===== config.mk =====
export PLATFORM = sky130hd
export DESIGN_NAME = uart_rx_frame_engine
export DESIGN_NICKNAME = d
export VERILOG_FILES = /design/src/rtl/uart_rx_pkg.sv /design/src/rtl/uart_rx_bit_sampler.sv /design/src/rtl/uart_rx_frame_engine.sv
export SDC_FILE = /design/constraint.sdc
export NUM_CORES = 1
export LEC_CHECK = 0
export CAP_MARGIN = 20
export CORE_UTILIZATION = 25
export DETAILED_ROUTE_END_ITERATION = 6
export DONT_BUFFER_PORTS = 1
export GPL_TIMING_DRIVEN = 0
export PLACE_DENSITY = 0.44
export SLEW_MARGIN = 20
export SYNTH_ARGS = -nofsm -noshare
export SYNTH_HDL_FRONTEND = slang
export SYNTH_SLANG_ARGS = --single-unit

===== constraint.sdc =====
create_clock -name clk -period 2.7 [get_ports clk]
set_input_delay 0.27 -clock clk [delete_from_list [all_inputs] [get_ports clk]]
set_output_delay 0.27 -clock clk [all_outputs]
set_load 0.02 [all_outputs]

===== src/rtl/uart_rx_pkg.sv =====
`default_nettype none
// ============================================================================
// uart_rx_pkg : shared parity modes, FSM states and limits for the UART receiver
// Revision    : 1.0
// ============================================================================
package uart_rx_pkg;

   localparam int MIN_PRESCALE  = 4;
   localparam int MIN_DATA_BITS = 5;

   typedef enum logic [1:0] {
      PAR_EVEN  = 2'b00,
      PAR_ODD   = 2'b01,
      PAR_MARK  = 2'b10,
      PAR_SPACE = 2'b11
   } par_mode_e;

   typedef logic [2:0] state_t;
   localparam state_t ST_IDLE   = 3'd0;
   localparam state_t ST_START  = 3'd1;
   localparam state_t ST_DATA   = 3'd2;
   localparam state_t ST_PARITY = 3'd3;
   localparam state_t ST_STOP   = 3'd4;

endpackage
`default_nettype wire


===== src/rtl/uart_rx_bit_sampler.sv =====
`default_nettype none
// ============================================================================
// uart_rx_bit_sampler : per-bit oversampling counter with 2-of-3 majority vote
// Revision            : 1.0
// ============================================================================
module uart_rx_bit_sampler #(
   parameter int PRESCALE_W = 6
) (
   input  logic                  clk,
   input  logic                  rst_n,
   input  logic                  start,
   input  logic                  rx,
   input  logic [PRESCALE_W-1:0] prescale,
   output logic                  bit_done,
   output logic                  bit_val
);

   localparam logic [PRESCALE_W-1:0] ONE = PRESCALE_W'(1);

   logic [PRESCALE_W-1:0] cnt;
   logic [PRESCALE_W-1:0] half;
   logic                  samp_a;
   logic                  samp_b;

   assign half = prescale >> 1;

   always_ff @(posedge clk or negedge rst_n) begin
      if (!rst_n) begin
         cnt    <= '0;
         samp_a <= 1'b0;
         samp_b <= 1'b0;
      end else begin
         // The start cycle itself is count 0 of the start bit.
         if (start) begin
            cnt <= ONE;
         end else if (cnt == prescale - ONE) begin
            cnt <= '0;
         end else begin
            cnt <= cnt + ONE;
         end
         if (cnt == half - ONE) samp_a <= rx;
         if (cnt == half)       samp_b <= rx;
      end
   end

   assign bit_done = (cnt == half + ONE);
   assign bit_val  = (samp_a & samp_b) | (samp_a & rx) | (samp_b & rx);

endmodule
`default_nettype wire


===== src/rtl/uart_rx_frame_engine.sv =====
`default_nettype none
// ============================================================================
// uart_rx_frame_engine : synchronised, oversampled UART frame receiver with valid/ready output
// Revision             : 1.0
// ============================================================================
module uart_rx_frame_engine
   import uart_rx_pkg::*;
#(
   parameter int DATA_W_MAX  = 9,
   parameter int PRESCALE_W  = 6,
   parameter int SYNC_STAGES = 2
) (
   input  logic                  clk,
   input  logic                  rst_n,
   input  logic                  enable,
   input  logic                  rx_in,
   input  logic [PRESCALE_W-1:0] cfg_prescale,
   input  logic [3:0]            cfg_data_bits,
   input  logic                  cfg_par_en,
   input  logic [1:0]            cfg_par_typ,
   input  logic                  cfg_stop2,
   output logic [DATA_W_MAX-1:0] o_data,
   output logic                  o_valid,
   input  logic                  i_ready,
   output logic                  o_parity_err,
   output logic                  o_frame_err,
   output logic                  o_break,
   output logic                  o_start_err,
   output logic                  o_overrun,
   output logic                  o_busy
);

   localparam logic [PRESCALE_W-1:0] PRE_MIN = PRESCALE_W'(MIN_PRESCALE);
   localparam logic [3:0]            DB_MIN  = 4'(MIN_DATA_BITS);
   localparam logic [3:0]            DB_MAX  = 4'(DATA_W_MAX);

   logic [SYNC_STAGES-1:0] sync_q;
   logic                   rx_s;
   logic                   rx_prev;
   logic                   fall;
   logic                   start;

   state_t                  state;
   logic [PRESCALE_W-1:0]   presc_q;
   logic [3:0]              nbits_q;
   logic                    par_en_q;
   par_mode_e               par_q;
   logic                    stop2_q;
   logic [3:0]              bit_idx;
   logic                    stop_idx;
   logic [DATA_W_MAX-1:0]   shreg;
   logic                    all_zero;
   logic                    par_err_q;
   logic                    frm_err_q;
   logic                    brk_q;
   logic                    par_exp;

   logic bit_done;
   logic bit_val;
   logic frame_done;
   logic fin_frm;
   logic fin_brk;

   always_ff @(posedge clk or negedge rst_n) begin
      if (!rst_n) begin
         sync_q  <= '1;
         rx_prev <= 1'b1;
      end else begin
         sync_q  <= {sync_q[SYNC_STAGES-2:0], rx_in};
         rx_prev <= rx_s;
      end
   end

   assign rx_s  = sync_q[SYNC_STAGES-1];
   assign fall  = rx_prev & ~rx_s;
   assign start = enable & (state == ST_IDLE) & fall;

   uart_rx_bit_sampler #(
      .PRESCALE_W (PRESCALE_W)
   ) u_sampler (
      .clk      (clk),
      .rst_n    (rst_n),
      .start    (start),
      .rx       (rx_s),
      .prescale (presc_q),
      .bit_done (bit_done),
      .bit_val  (bit_val)
   );

   always_comb begin
      par_exp = 1'b0;
      case (par_q)
         PAR_EVEN: par_exp = ^shreg;
         PAR_ODD:  par_exp = ~^shreg;
         PAR_MARK: par_exp = 1'b1;
         default:  par_exp = 1'b0;
      endcase
   end

   // Final-stop decision: flags are resolved combinationally so the output loads one cycle later.
   assign frame_done = enable & (state == ST_STOP) & bit_done & (stop_idx | ~stop2_q);
   assign fin_frm    = (stop_idx & frm_err_q) | ~bit_val;
   assign fin_brk    = stop_idx ? brk_q : (all_zero & ~bit_val);

   always_ff @(posedge clk or negedge rst_n) begin
      if (!rst_n) begin
         state       <= ST_IDLE;
         presc_q     <= PRE_MIN;
         nbits_q     <= DB_MIN;
         par_en_q    <= 1'b0;
         par_q       <= PAR_EVEN;
         stop2_q     <= 1'b0;
         bit_idx     <= '0;
         stop_idx    <= 1'b0;
         shreg       <= '0;
         all_zero    <= 1'b0;
         par_err_q   <= 1'b0;
         frm_err_q   <= 1'b0;
         brk_q       <= 1'b0;
         o_start_err <= 1'b0;
      end else begin
         o_start_err <= 1'b0;
         if (!enable) begin
            state <= ST_IDLE;
         end else begin
            case (state)
               ST_IDLE: begin
                  if (fall) begin
                     state     <= ST_START;
                     presc_q   <= (cfg_prescale < PRE_MIN) ? PRE_MIN : cfg_prescale;
                     nbits_q   <= (cfg_data_bits < DB_MIN) ? DB_MIN :
                                  (cfg_data_bits > DB_MAX) ? DB_MAX : cfg_data_bits;
                     par_en_q  <= cfg_par_en;
                     par_q     <= par_mode_e'(cfg_par_typ);
                     stop2_q   <= cfg_stop2;
                     bit_idx   <= '0;
                     stop_idx  <= 1'b0;
                     shreg     <= '0;
                     all_zero  <= 1'b1;
                     par_err_q <= 1'b0;
                     frm_err_q <= 1'b0;
                     brk_q     <= 1'b0;
                  end
               end
               ST_START: begin
                  if (bit_done) begin
                     if (bit_val) begin
                        o_start_err <= 1'b1;
                        state       <= ST_IDLE;
                     end else begin
                        state <= ST_DATA;
                     end
                  end
               end
               ST_DATA: begin
                  if (bit_done) begin
                     for (int i = 0; i < DATA_W_MAX; i++) begin
                        if (i == int'(bit_idx)) shreg[i] <= bit_val;
                     end
                     all_zero <= all_zero & ~bit_val;
                     if (bit_idx == nbits_q - 4'd1) begin
                        state <= par_en_q ? ST_PARITY : ST_STOP;
                     end else begin
                        bit_idx <= bit_idx + 4'd1;
                     end
                  end
               end
               ST_PARITY: begin
                  if (bit_done) begin
                     par_err_q <= (bit_val != par_exp);
                     all_zero  <= all_zero & ~bit_val;
                     state     <= ST_STOP;
                  end
               end
               ST_STOP: begin
                  if (bit_done) begin
                     if (!stop_idx) begin
                        frm_err_q <= ~bit_val;
                        brk_q     <= all_zero & ~bit_val;
                        if (stop2_q) stop_idx <= 1'b1;
                        else         state    <= ST_IDLE;
                     end else begin
                        state <= ST_IDLE;
                     end
                  end
               end
               default: state <= ST_IDLE;
            endcase
         end
      end
   end

   always_ff @(posedge clk or negedge rst_n) begin
      if (!rst_n) begin
         o_data       <= '0;
         o_valid      <= 1'b0;
         o_parity_err <= 1'b0;
         o_frame_err  <= 1'b0;
         o_break      <= 1'b0;
         o_overrun    <= 1'b0;
      end else begin
         o_overrun <= 1'b0;
         if (frame_done && (!o_valid || i_ready)) begin
            o_data       <= fin_brk ? '0 : shreg;
            o_valid      <= 1'b1;
            o_parity_err <= par_err_q;
            o_frame_err  <= fin_frm;
            o_break      <= fin_brk;
         end else if (frame_done) begin
            o_overrun <= 1'b1;
         end else if (o_valid && i_ready) begin
            o_valid <= 1'b0;
         end
      end
   end

   assign o_busy = (state != ST_IDLE);

endmodule
`default_nettype wire


==> impl_metrics.json <==
{
  "min_path_type": "in -> reg",
  "hold_end": "nbits_q[3]",
  "gr-usage-all-layers": 0.126,
  "cp_common_cell": "buf_4",
  "antennaDiodeCount": 0,
  "cp-end-kind": "register",
  "rsz0062_at_grt": "false",
  "hold_viol": 0,
  "postSynth.asyncResetShare": 1.00,
  "r2r_setup_slack_ns": 0.21,
  "stdcell_count": 577,
  "gr-total-overflow": 0,
  "r2r-end": "o_break",
  "core-area_um2": 13800,
  "synth_seq_cells": 61,
  "via_count": 2655,
  "yosys-top-cells-area": "dfrtp_1, nand2_1, dfstp_2, xnor2_1, xor2_1",
  "switching_share": 0.381,
  "tritoncts": "yes",
  "drive_gt1_frac": 0.111,
  "p_seq_frac": 0.296,
  "worstPathCellList": "inv_1 > ha_1 > xor2_1 > a2111oi_4 > o2111a_1 > buf_4 > nand4_2 > buf_4 > mux2i_1",
  "clock.fmax_ghz": 0.402,
  "die_y_um": 121,
  "worstHoldStart": "cfg_data_bits[3]",
  "synthesis.nets": 405,
  "first_pass_iters": 4,
  "p_sw_mw": 1.68,
  "fin_ws_ns": 0.212,
  "ys_seq_area_frac": 0.433,
  "critical_path_class": "reg -> reg",
  "power.density_nw_per_um2": 1050,
  "num-fill-cells": 1463,
  "placed_cells": 556,
  "numCtsBuffers": 9,
  "wire_per_inst_um": 14.4,
  "dp_slack_ns": -0.196,
  "num_rows": 43,
  "slowest_delay_ns": 0.59,
  "post-route-period-util": 0.921,
  "synth_cell_types": 53,
  "synth_top_cell_by_area": "dfrtp_1",
  "drv_cap": 0,
  "drc": 0,
  "final.setup_skew_ns": 0.00585,
  "synth_top_area_frac": 0.389,
  "cts.reportedPaths.clkPinSlew_ns": 0.05,
  "vias_per_cell": 4.60,
  "dpl.hpwl_mm": 5.93,
  "cp_data_required_time_ns": 2.89,
  "slew_headroom": 0.609,
  "max_slew.worst_pin.slew_ns": 0.581,
  "areaGrowthSynthToFinish_pct": 18.2,
  "ir_drop_mv": 0.464,
  "die_area_um2": 14600,
  "power.share.clock": 0.288,
  "crit_fanout": 10,
  "yosys_most_used_dff": "dfrtp_1",
  "p_leak_nw": 1.89,
  "hold_depth": 2,
  "finalCriticalPeriod_ns": 2.49,
  "insertion_delay_ns": 0.34,
  "netlist_instances": 376,
  "wl_mm": 8.32,
  "critPathArrivalTime_ns": 2.68,
  "combinationalPowerShare": 0.416,
  "cts_root_buf": "clkbuf_16",
  "placed_cell_area_um2": 3760,
  "syn-cell-area_um2": 3540,
  "setup_violations": 0,
  "synth_enable_flop_cells": 0,
  "critical_path.slowest_cell": "dfstp_2",
  "final_area_um2": 4180,
  "port_buffers": 0,
  "final_max_slew_viol_count": 0,
  "yosysWarnings": 0,
  "antenna_found_initial": 0,
  "syn_avg_cell_area_um2": 9.41,
  "grt_max_degree": 62,
  "p_int_mw": 2.72,
  "start_util": 0.256,
  "critPathLaunchType": "register",
  "die_width_um": 121,
  "cts_sinks": 61,
  "reg2reg_from": "presc_q[2]",
  "gp_congestion": 0.811,
  "nets": 421,
  "io_pins": 35,
  "outcome": "finished clean",
  "cts_buffer_depth": 2,
  "grt_pass1_wl_mm": 14.0,
  "htree_levels": 3,
  "grt_pass1_vias": 2642,
  "drtIter0Drc": 70,
  "rr_worst_depth": 9,
  "ant_nets": 0
}
-- power by group through the flow --
stage,clock (mW),combinational [mW],sequential [mW]
global placement,0,1.74,1.30
global route,1.34,2.07,1.33
detailed placement,0,1.75,1.31
CTS,1.31,1.77,1.31
finish,1.26,1.83,1.30
floorplan,0,1.41,1.25
-- synth_stat cells (all sizes together), types with 2 or more instances --
master   number
a211o         2
a211oi        2
a21boi        3
a21o          2
a21oi        17
and3          3
buf          10
clkbuf       12
dfrtp        55
dfstp         6
ha           10
inv          25
mux2          5
mux2i        13
nand2        47
nand2b        4
nand3        15
nand3b        4
nand4         5
nor2         28
nor2b         5
nor3          7
nor3b         2
o211ai        4
o21a          2
o21ai        20
o22ai         2
o2bb2ai       9
o31ai         4
or4           3
xnor2        18
xnor3         2
xor2         15
-- cell usage in the layout (no fill, tap or decap), drive strengths merged, types with 2 or more instances in the layout --
cell type | Yosys | final
o21ai | 20 | 20
buf | 10 | 12
o21a | 2 | 2
a21boi | 3 | 3
and3 | 3 | 3
a211o | 2 | 2
o211ai | 4 | 4
xnor2 | 18 | 18
dlygate4sd3 | 0 | 3
nor3b | 2 | 2
a21o | 2 | 2
bufinv | 0 | 2
o22ai | 2 | 2
nor3 | 7 | 7
mux2 | 5 | 5
xor2 | 15 | 15
ha | 10 | 10
nand3 | 15 | 15
or4 | 3 | 3
nand2 | 47 | 47
a21oi | 17 | 17
a211oi | 2 | 2
nand3b | 4 | 4
xnor3 | 2 | 2
nor2b | 5 | 5
clkbuf | 12 | 24
mux2i | 13 | 13
inv | 25 | 25
nor2 | 28 | 28
dfrtp | 55 | 55
o31ai | 4 | 4
clkinv | 0 | 2
nand2b | 4 | 4
o2bb2ai | 9 | 9
nand4 | 5 | 5
dfstp | 6 | 6
-- through the flow --
stage	hold WS, ns	setup TNS (ns)	power (mW)	utilization
floorplan	-0.0256	0	2.66	-
global placement	-0.0242	-2.88	3.04	0.272
detailed placement	-0.0242	-3.18	3.06	0.272
CTS	0.0244	0	4.39	0.300
global route	0.0476	0	4.74	0.303
finish	0.0435	0	4.39	0.303
-- critical path: cells and delay by family, from the launching register on --
| kind | cells | cell delay [ns] |
|---|---|---|
| flops | 1 | 0.59 |
| mux | 1 | 0.13 |
| compound gates | 2 | 0.51 |
| fa+ha+maj | 1 | 0.29 |
| buf+inv | 3 | 0.51 |
| simple gates | 1 | 0.13 |
| xor+xnor | 1 | 0.20 |
-- cell type report --
class	count	area, um^2	area share
Inverter	25	93.8	0.0224
Clock inverter	4	70.1	0.0167
Multi-Input combinational cell	268	1830	0.438
Timing Repair Buffer	6	72.6	0.0173
Clock buffer	12	256	0.0613
Tap cell	180	225	0.0538
Sequential cell	61	1530	0.367
Buffer	21	101	0.0242
-- per-layer routing --
layer  GRT usage  vias to the layer above  wire length, um  part of all wire
met5           0                        -                0                 0
met2       0.184                       47             3700              0.45
met4      0.0556                        0              155             0.019
met1       0.168                     1271             4060              0.49
met3      0.0409                       14              400             0.048
li1            -                     1323                -                 -
-- cells by family after synthesis --
family	count (synthesis)	synth area share
simple gates	127	0.171
compound gates	76	0.146
flops	61	0.433
buf+inv	47	0.0555
xor+xnor	36	0.103
mux	18	0.0527
fa+ha+maj	11	0.0382
-- sequential cells by signal (all words and copies together) (netlist names), 2 cells and up --
register       flops
bit_idx            4
nbits_q            4
o_data             9
par_q              2
presc_q            6
shreg              9
state              3
sync_q             2
u_sampler.cnt      6
-- worst max-delay path by stage --
stage                     from    endpoint  cells after the start
floorplan           presc_q[2]  bit_idx[3]                      8
CTS                 presc_q[2]  bit_idx[0]                      8
finish              presc_q[2]     o_break                      9
global route        presc_q[2]     o_break                      9
detailed placement  presc_q[2]  bit_idx[0]                      9
global placement    presc_q[2]  bit_idx[0]                      9
-- timing repair --
item                       in CTS  in global routing
hold buffers                    4                  0
resized for setup               0                  4
hold endpoints to repair       63                  0
setup endpoints to repair      34                 30
setup buffers                   0                  2
(Power assumes the default switching activity.)
